File: src/rtl/uart_tx_arbiter.sv
// Round-robin arbiter that shares one UART transmitter among NREQ byte sources,
// with a watchdog that releases the transmitter if its sent flag never rises.
module uart_tx_arbiter #(
  parameter int unsigned NREQ       = 4,
  parameter int unsigned TIMEOUT    = 16,
  parameter int unsigned GAP_CYCLES = 1
) (
  input  logic                     clk,
  input  logic                     rst_n,
  input  logic [NREQ-1:0]          req_valid,
  input  logic [8*NREQ-1:0]        req_data,
  output logic [NREQ-1:0]          req_ready,
  output logic                     tx_en,
  output logic [7:0]               tx_data,
  input  logic                     tx_sent,
  output logic                     busy,
  output logic [$clog2(NREQ)-1:0]  grant_id,
  output logic                     timeout_err
);

  localparam int unsigned GW  = $clog2(NREQ);
  localparam int unsigned TW  = $clog2(TIMEOUT) + 1;
  localparam int unsigned GCW = $clog2(GAP_CYCLES + 1) + 1;

  typedef enum logic [1:0] {IDLE, START, WAIT, GAP} state_t;

  state_t          state_q, state_d;
  logic            sent_q;
  logic [TW-1:0]   timer_q, timer_d;
  logic [GCW-1:0]  gap_q, gap_d;
  logic [NREQ-1:0] req_ready_d;
  logic            tx_en_d, busy_d, timeout_d;
  logic [7:0]      tx_data_d;
  logic [GW-1:0]   grant_d;

  logic            win_found;
  logic [GW-1:0]   win_idx;
  logic            sent_edge;
  int unsigned     idx;

  assign sent_edge = tx_sent & ~sent_q;

  // Round-robin search starting just above the last grant, wrapping at NREQ.
  always_comb begin
    win_found = 1'b0;
    win_idx   = '0;
    idx       = 0;
    for (int unsigned i = 1; i <= NREQ; i++) begin
      idx = 32'(grant_id) + i;
      if (idx >= NREQ) idx = idx - NREQ;
      if (!win_found && req_valid[GW'(idx)]) begin
        win_found = 1'b1;
        win_idx   = GW'(idx);
      end
    end
  end

  // Next state and next registered outputs.
  always_comb begin
    state_d     = state_q;
    timer_d     = timer_q;
    gap_d       = gap_q;
    req_ready_d = '0;
    tx_en_d     = 1'b0;
    timeout_d   = 1'b0;
    tx_data_d   = tx_data;
    grant_d     = grant_id;

    case (state_q)
      IDLE: begin
        if (win_found) begin
          state_d              = START;
          grant_d              = win_idx;
          tx_data_d            = req_data[{win_idx, 3'b000} +: 8];
          req_ready_d[win_idx] = 1'b1;
          tx_en_d              = 1'b1;
        end
      end
      START: begin
        timer_d = '0;
        state_d = WAIT;
      end
      WAIT: begin
        timer_d = timer_q + TW'(1);
        if (sent_edge || timer_q == TW'(TIMEOUT - 1)) begin
          timeout_d = ~sent_edge;
          gap_d     = '0;
          state_d   = (GAP_CYCLES == 0) ? IDLE : GAP;
        end
      end
      GAP: begin
        if (gap_q == GCW'(GAP_CYCLES - 1)) state_d = IDLE;
        else                                gap_d   = gap_q + GCW'(1);
      end
      default: state_d = IDLE;
    endcase

    busy_d = (state_d != IDLE);
  end

  always_ff @(posedge clk or negedge rst_n) begin
    if (!rst_n) begin
      state_q     <= IDLE;
      sent_q      <= 1'b0;
      timer_q     <= '0;
      gap_q       <= '0;
      req_ready   <= '0;
      tx_en       <= 1'b0;
      tx_data     <= 8'h00;
      busy        <= 1'b0;
      grant_id    <= GW'(NREQ - 1);
      timeout_err <= 1'b0;
    end else begin
      state_q     <= state_d;
      sent_q      <= tx_sent;
      timer_q     <= timer_d;
      gap_q       <= gap_d;
      req_ready   <= req_ready_d;
      tx_en       <= tx_en_d;
      tx_data     <= tx_data_d;
      busy        <= busy_d;
      grant_id    <= grant_d;
      timeout_err <= timeout_d;
    end
  end

endmodule

File: config.mk
export PLATFORM = sky130hd
export DESIGN_NAME = uart_tx_arbiter
export DESIGN_NICKNAME = d
export VERILOG_FILES = /design/src/rtl/uart_tx_arbiter.sv
export SDC_FILE = /design/constraint.sdc
export NUM_CORES = 1
export LEC_CHECK = 0
export ABC_AREA = 1
export BUFFER_PORTS_ARGS = -buffer_cell sky130_fd_sc_hd__clkbuf_2
export CAP_MARGIN = 5
export CORE_ASPECT_RATIO = 1.2
export CORE_MARGIN = 2
export CORE_UTILIZATION = 52
export DETAILED_ROUTE_END_ITERATION = 8
export HOLD_SLACK_MARGIN = 0.08
export PLACE_DENSITY = 0.8
export SLEW_MARGIN = 20
export SYNTH_ARGS = -nofsm -noshare
export SYNTH_HDL_FRONTEND = slang
export SYNTH_SLANG_ARGS = --single-unit
File: constraint.sdc
create_clock -name clk -period 2.1 [get_ports clk]
set_input_delay 0.42 -clock clk [delete_from_list [all_inputs] [get_ports clk]]
set_output_delay 0.42 -clock clk [all_outputs]
set_load 0.02 [all_outputs]
==> run_results.csv <==
group,metric,value,unit
sta,slew_headroom,0.561,
sta,fin_crit_sh,1.02,
placed_design,dp_slack,0.0605,ns
power,p_comb_frac,0.757,
sta,fin_ws,-0.0441,ns
route,drt-total-wl,5.08,mm
sta,worst_pin_slew,0.659,ns
clocking,clock-sinks,27,
clocking,insertion_delay,0.27,ns
power,p_sw,2.43,mW
yosys,synth_seq_cells,27,
floorplan,core,3570,sq um
route,wl_per_cell,13.2,microns
clocking,cts.reportedPaths.clkPinSlew,0.09,ns
power,swShare,0.520,
yosys,synth-main-ff-cell,"dfrtp_1",
grt,grt_antenna_before_repair,0,
floorplan,dieArea,4150,sq um
sta,rsz0062_at_grt,"yes",
yosys,yosys.cell_types.count,28,
yosys,synth_area_leader_cell,"dfrtp_1",
clocking,cts_tree,"yes",
grt,overflow,0,
min_path,hold_class,"in -> async",
worst_setup_path,cp_top_family,"simple AND/OR/NAND/NOR gates",
sta,max_freq,466,MHz
floorplan,die_h,70.2,microns
layout,area_growth,35.2,%
placed_design,port_buffers,55,
grt,grt_max_degree,28,
worst_setup_path,cp_max_fo,9,
yosys,netlist_area,1900,sq um
status,violations,"setup timing",
route,ant_nets,0,
worst_setup_path,end_kind,"flop",
clocking,cts-hold-fix-buffers,0,
floorplan,row_count,24,
sta,finalSetupViolations,5,
yosys,async_flop_share,1.00,
worst_setup_path,path_common_cell,"nand2_1",
yosys,synthesis.nets,318,
yosys,ys_seq_area_frac,0.357,
sta,clock_skew,0.00311,ns
worst_setup_path,cpPeakStageDelay,0.64,ns
power,vdd.ir_drop.worst,1.39,mV
yosys,netlist.area_leader.share,0.330,
clocking,clockBufferDepth,2,
route,viasPerCell,5.38,
yosys,synth-edff-count,0,
sta,period_needed,2.14,ns
worst_setup_path,path_buf_inv,2,
power,p_clk_frac,0.061,
power,total_power,4.67,mW
clocking,cts_root_buffer,"clkbuf_8",
placed_design,place.gp.congestion,0.804,
worst_setup_path,start_kind,"flop",
power,power.density,1820,nW/um^2
yosys,synthTopCellsByArea,"dfrtp_1 33%, nand2_1 16%, inv_1 10%",
layout,antenna_cells,0,
yosys,synthCells,272,
sta,tns,-0.117,ns
worst_setup_path,worstPathArrival,2.31,ns
layout,fill_cells,288,
worst_setup_path,cp.required,2.27,ns
route,dr.pass1.iters,7,
route,drt_iter0_markers,61,
floorplan,start_util,0.531,
worst_setup_path,worstPathCellList,"buf_6 -> buf_4 -> nand2_1 -> nand2_4 -> nand2_4 -> nand2_4 -> nand2_1 -> nand2_2 -> nand2_4 -> nand3_4 -> nand2_1 -> nand3_1 -> nand2_1 -> nand2_1 -> nand2_1",
placed_design,dpl.hpwl,3.28,mm
grt,grt_pass1_wl,7.04,mm
sta,final_hold_viol_count,0,
grt,grt_pass1_vias,1657,
floorplan,die_x,59.2,microns
power,p_leak,1.50,nW
yosys,syn_area_per_cell,6.98,sq um
layout,drive_gt1_frac,0.329,
worst_setup_path,worstSetupPathType,"reg -> reg",
route,num_vias,2073,
grt,grt_use_total,0.213,
clocking,numCtsBuffers,3,
power,p_seq_frac,0.181,
power,p_int,2.24,mW
status,status,"complete, but fails checks",
clocking,htreeDepth,1,
route,drcViolationCount,0,
sta,drv_slew,0,
floorplan,pin_count,56,
run,cap_viol_max_count,0,
layout,final_nets,393,
worst_setup_path,slowest_stage,"dfstp_2",
yosys,synth_warnings,0,
power groups by stage:
stage | logic [mW] | clock network, mW | registers (mW)
after floorplan | 1.96 | 0 | 0.985
after CTS | 2.77 | 0.297 | 0.857
final | 3.54 | 0.286 | 0.848
after detailed placement | 2.76 | 0 | 0.866
after global routing | 3.89 | 0.313 | 0.868
after global placement | 2.72 | 0 | 0.863
worst register-to-register path: stages (launching register included):
cell and delay, ns:
dfstp_2 0.64, buf_6 0.14, buf_4 0.11, nand2_1 0.07, nand2_4 0.11, nand2_4 0.08
nand2_4 0.10, nand2_1 0.07, nand2_2 0.09, nand2_4 0.12, nand3_4 0.15, nand2_1 0.10
nand3_1 0.08, nand2_1 0.07, nand2_1 0.07, nand2_1 0.05
path summary, 6_finish.rpt:
check | endpoint | depth (start not counted) | start | slack [ns]
max in group asynchronous | tx_en$_DFF_PN0_ | 1 | rst_n | 1.51
hold reg to reg | tx_data[6]$_DFFE_PN0P_ | 2 | tx_data[6]$_DFFE_PN0P_ | 0.49
setup / recovery | tx_data[0]$_DFFE_PN0P_ | 15 | grant_id[0]$_DFFE_PN1P_ | -0.04
setup reg to reg | tx_data[0]$_DFFE_PN0P_ | 15 | grant_id[0]$_DFFE_PN1P_ | -0.04
min in group clk | sent_q$_DFF_PN0_ | 1 | tx_sent | 0.27
hold / removal | timer_q[2]$_DFFE_PN0P_ | 1 | rst_n | 0.16
Yosys cell counts, types with 4 or more instances:
master   count
nor2_1      11
dfrtp_1     25
inv_1       51
nor3_1       4
nand4_1     18
buf_2        5
ha_1         7
nand2_1     83
o21ai_0      8
nand3_1     25
a21oi_1      6
nand2_2      6
flip-flops by register name, indices dropped and copies added, names as in the netlist:
| register | cells |
|---|---|
| tx_data | 8 |
| timer_q | 5 |
| req_ready | 4 |
| gap_q | 2 |
| grant_id | 2 |
| state_q | 2 |
| busy | 1 |
| sent_q | 1 |
| timeout_err | 1 |
| tx_en | 1 |
repair_timing:
action,4_1_cts,5_1_grt
setup endpoints to repair,0,14
setup buffers,0,13
hold endpoints to repair,0,0
resized for setup,0,32
cell families after synthesis:
family                   after synthesis  share of synthesized area
AO/OA/AOI/OAI                         20                     0.0580
adder cells (fa/ha/maj)                7                     0.0461
buffers and inverters                 64                      0.141
flip-flops                            27                      0.357
AND/OR/NAND/NOR                      154                      0.397
cell type report:
cell class | instances | area (sq um) | share of cell area
inverter | 54 | 210 | 0.0819
clock inverter | 1 | 5.00 | 0.00195
clock buffer | 3 | 41.3 | 0.0161
multi-input combinational | 183 | 1070 | 0.416
tap | 39 | 48.8 | 0.0190
sequential | 27 | 678 | 0.264
timing repair buffer | 78 | 514 | 0.200
layer usage:
| metal | vias to the layer above | wire [microns] | global-route usage | share of wire |
|---|---|---|---|---|
| met4 | 0 | 212 | 0.0707 | 0.042 |
| met1 | 951 | 1960 | 0.276 | 0.39 |
| met5 | - | 0 | 0 | 0 |
| met3 | 23 | 238 | 0.0185 | 0.047 |
| li1 | 1011 | - | - | - |
| met2 | 88 | 2670 | 0.367 | 0.53 |
cell usage in the layout (no fill, tap or decap), types with 4 or more instances in the layout:
cell	Yosys	layout
a21oi_1	6	6
inv_1	51	50
nor2_1	11	11
nand2_1	83	75
nand3_4	2	4
nand3_1	25	23
nand4_1	18	18
o21ai_0	8	8
dfrtp_1	25	25
buf_4	1	16
nor3_1	4	4
ha_1	7	7
nand2_2	6	6
nand2_4	2	10
clkbuf_2	0	55
through the flow:
stage / cells / area [sq um] / hold slack (ns) / utilization
floorplan: 272 / 1900 / 0.124 / -
global placement: 364 / 2230 / 0.473 / 0.625
detailed placement: 364 / 2230 / 0.466 / 0.625
CTS: 368 / 2280 / 0.174 / 0.638
global route: 385 / 2570 / 0.194 / 0.718
finish: 385 / 2570 / 0.163 / 0.718
(Power assumes the default switching activity.)
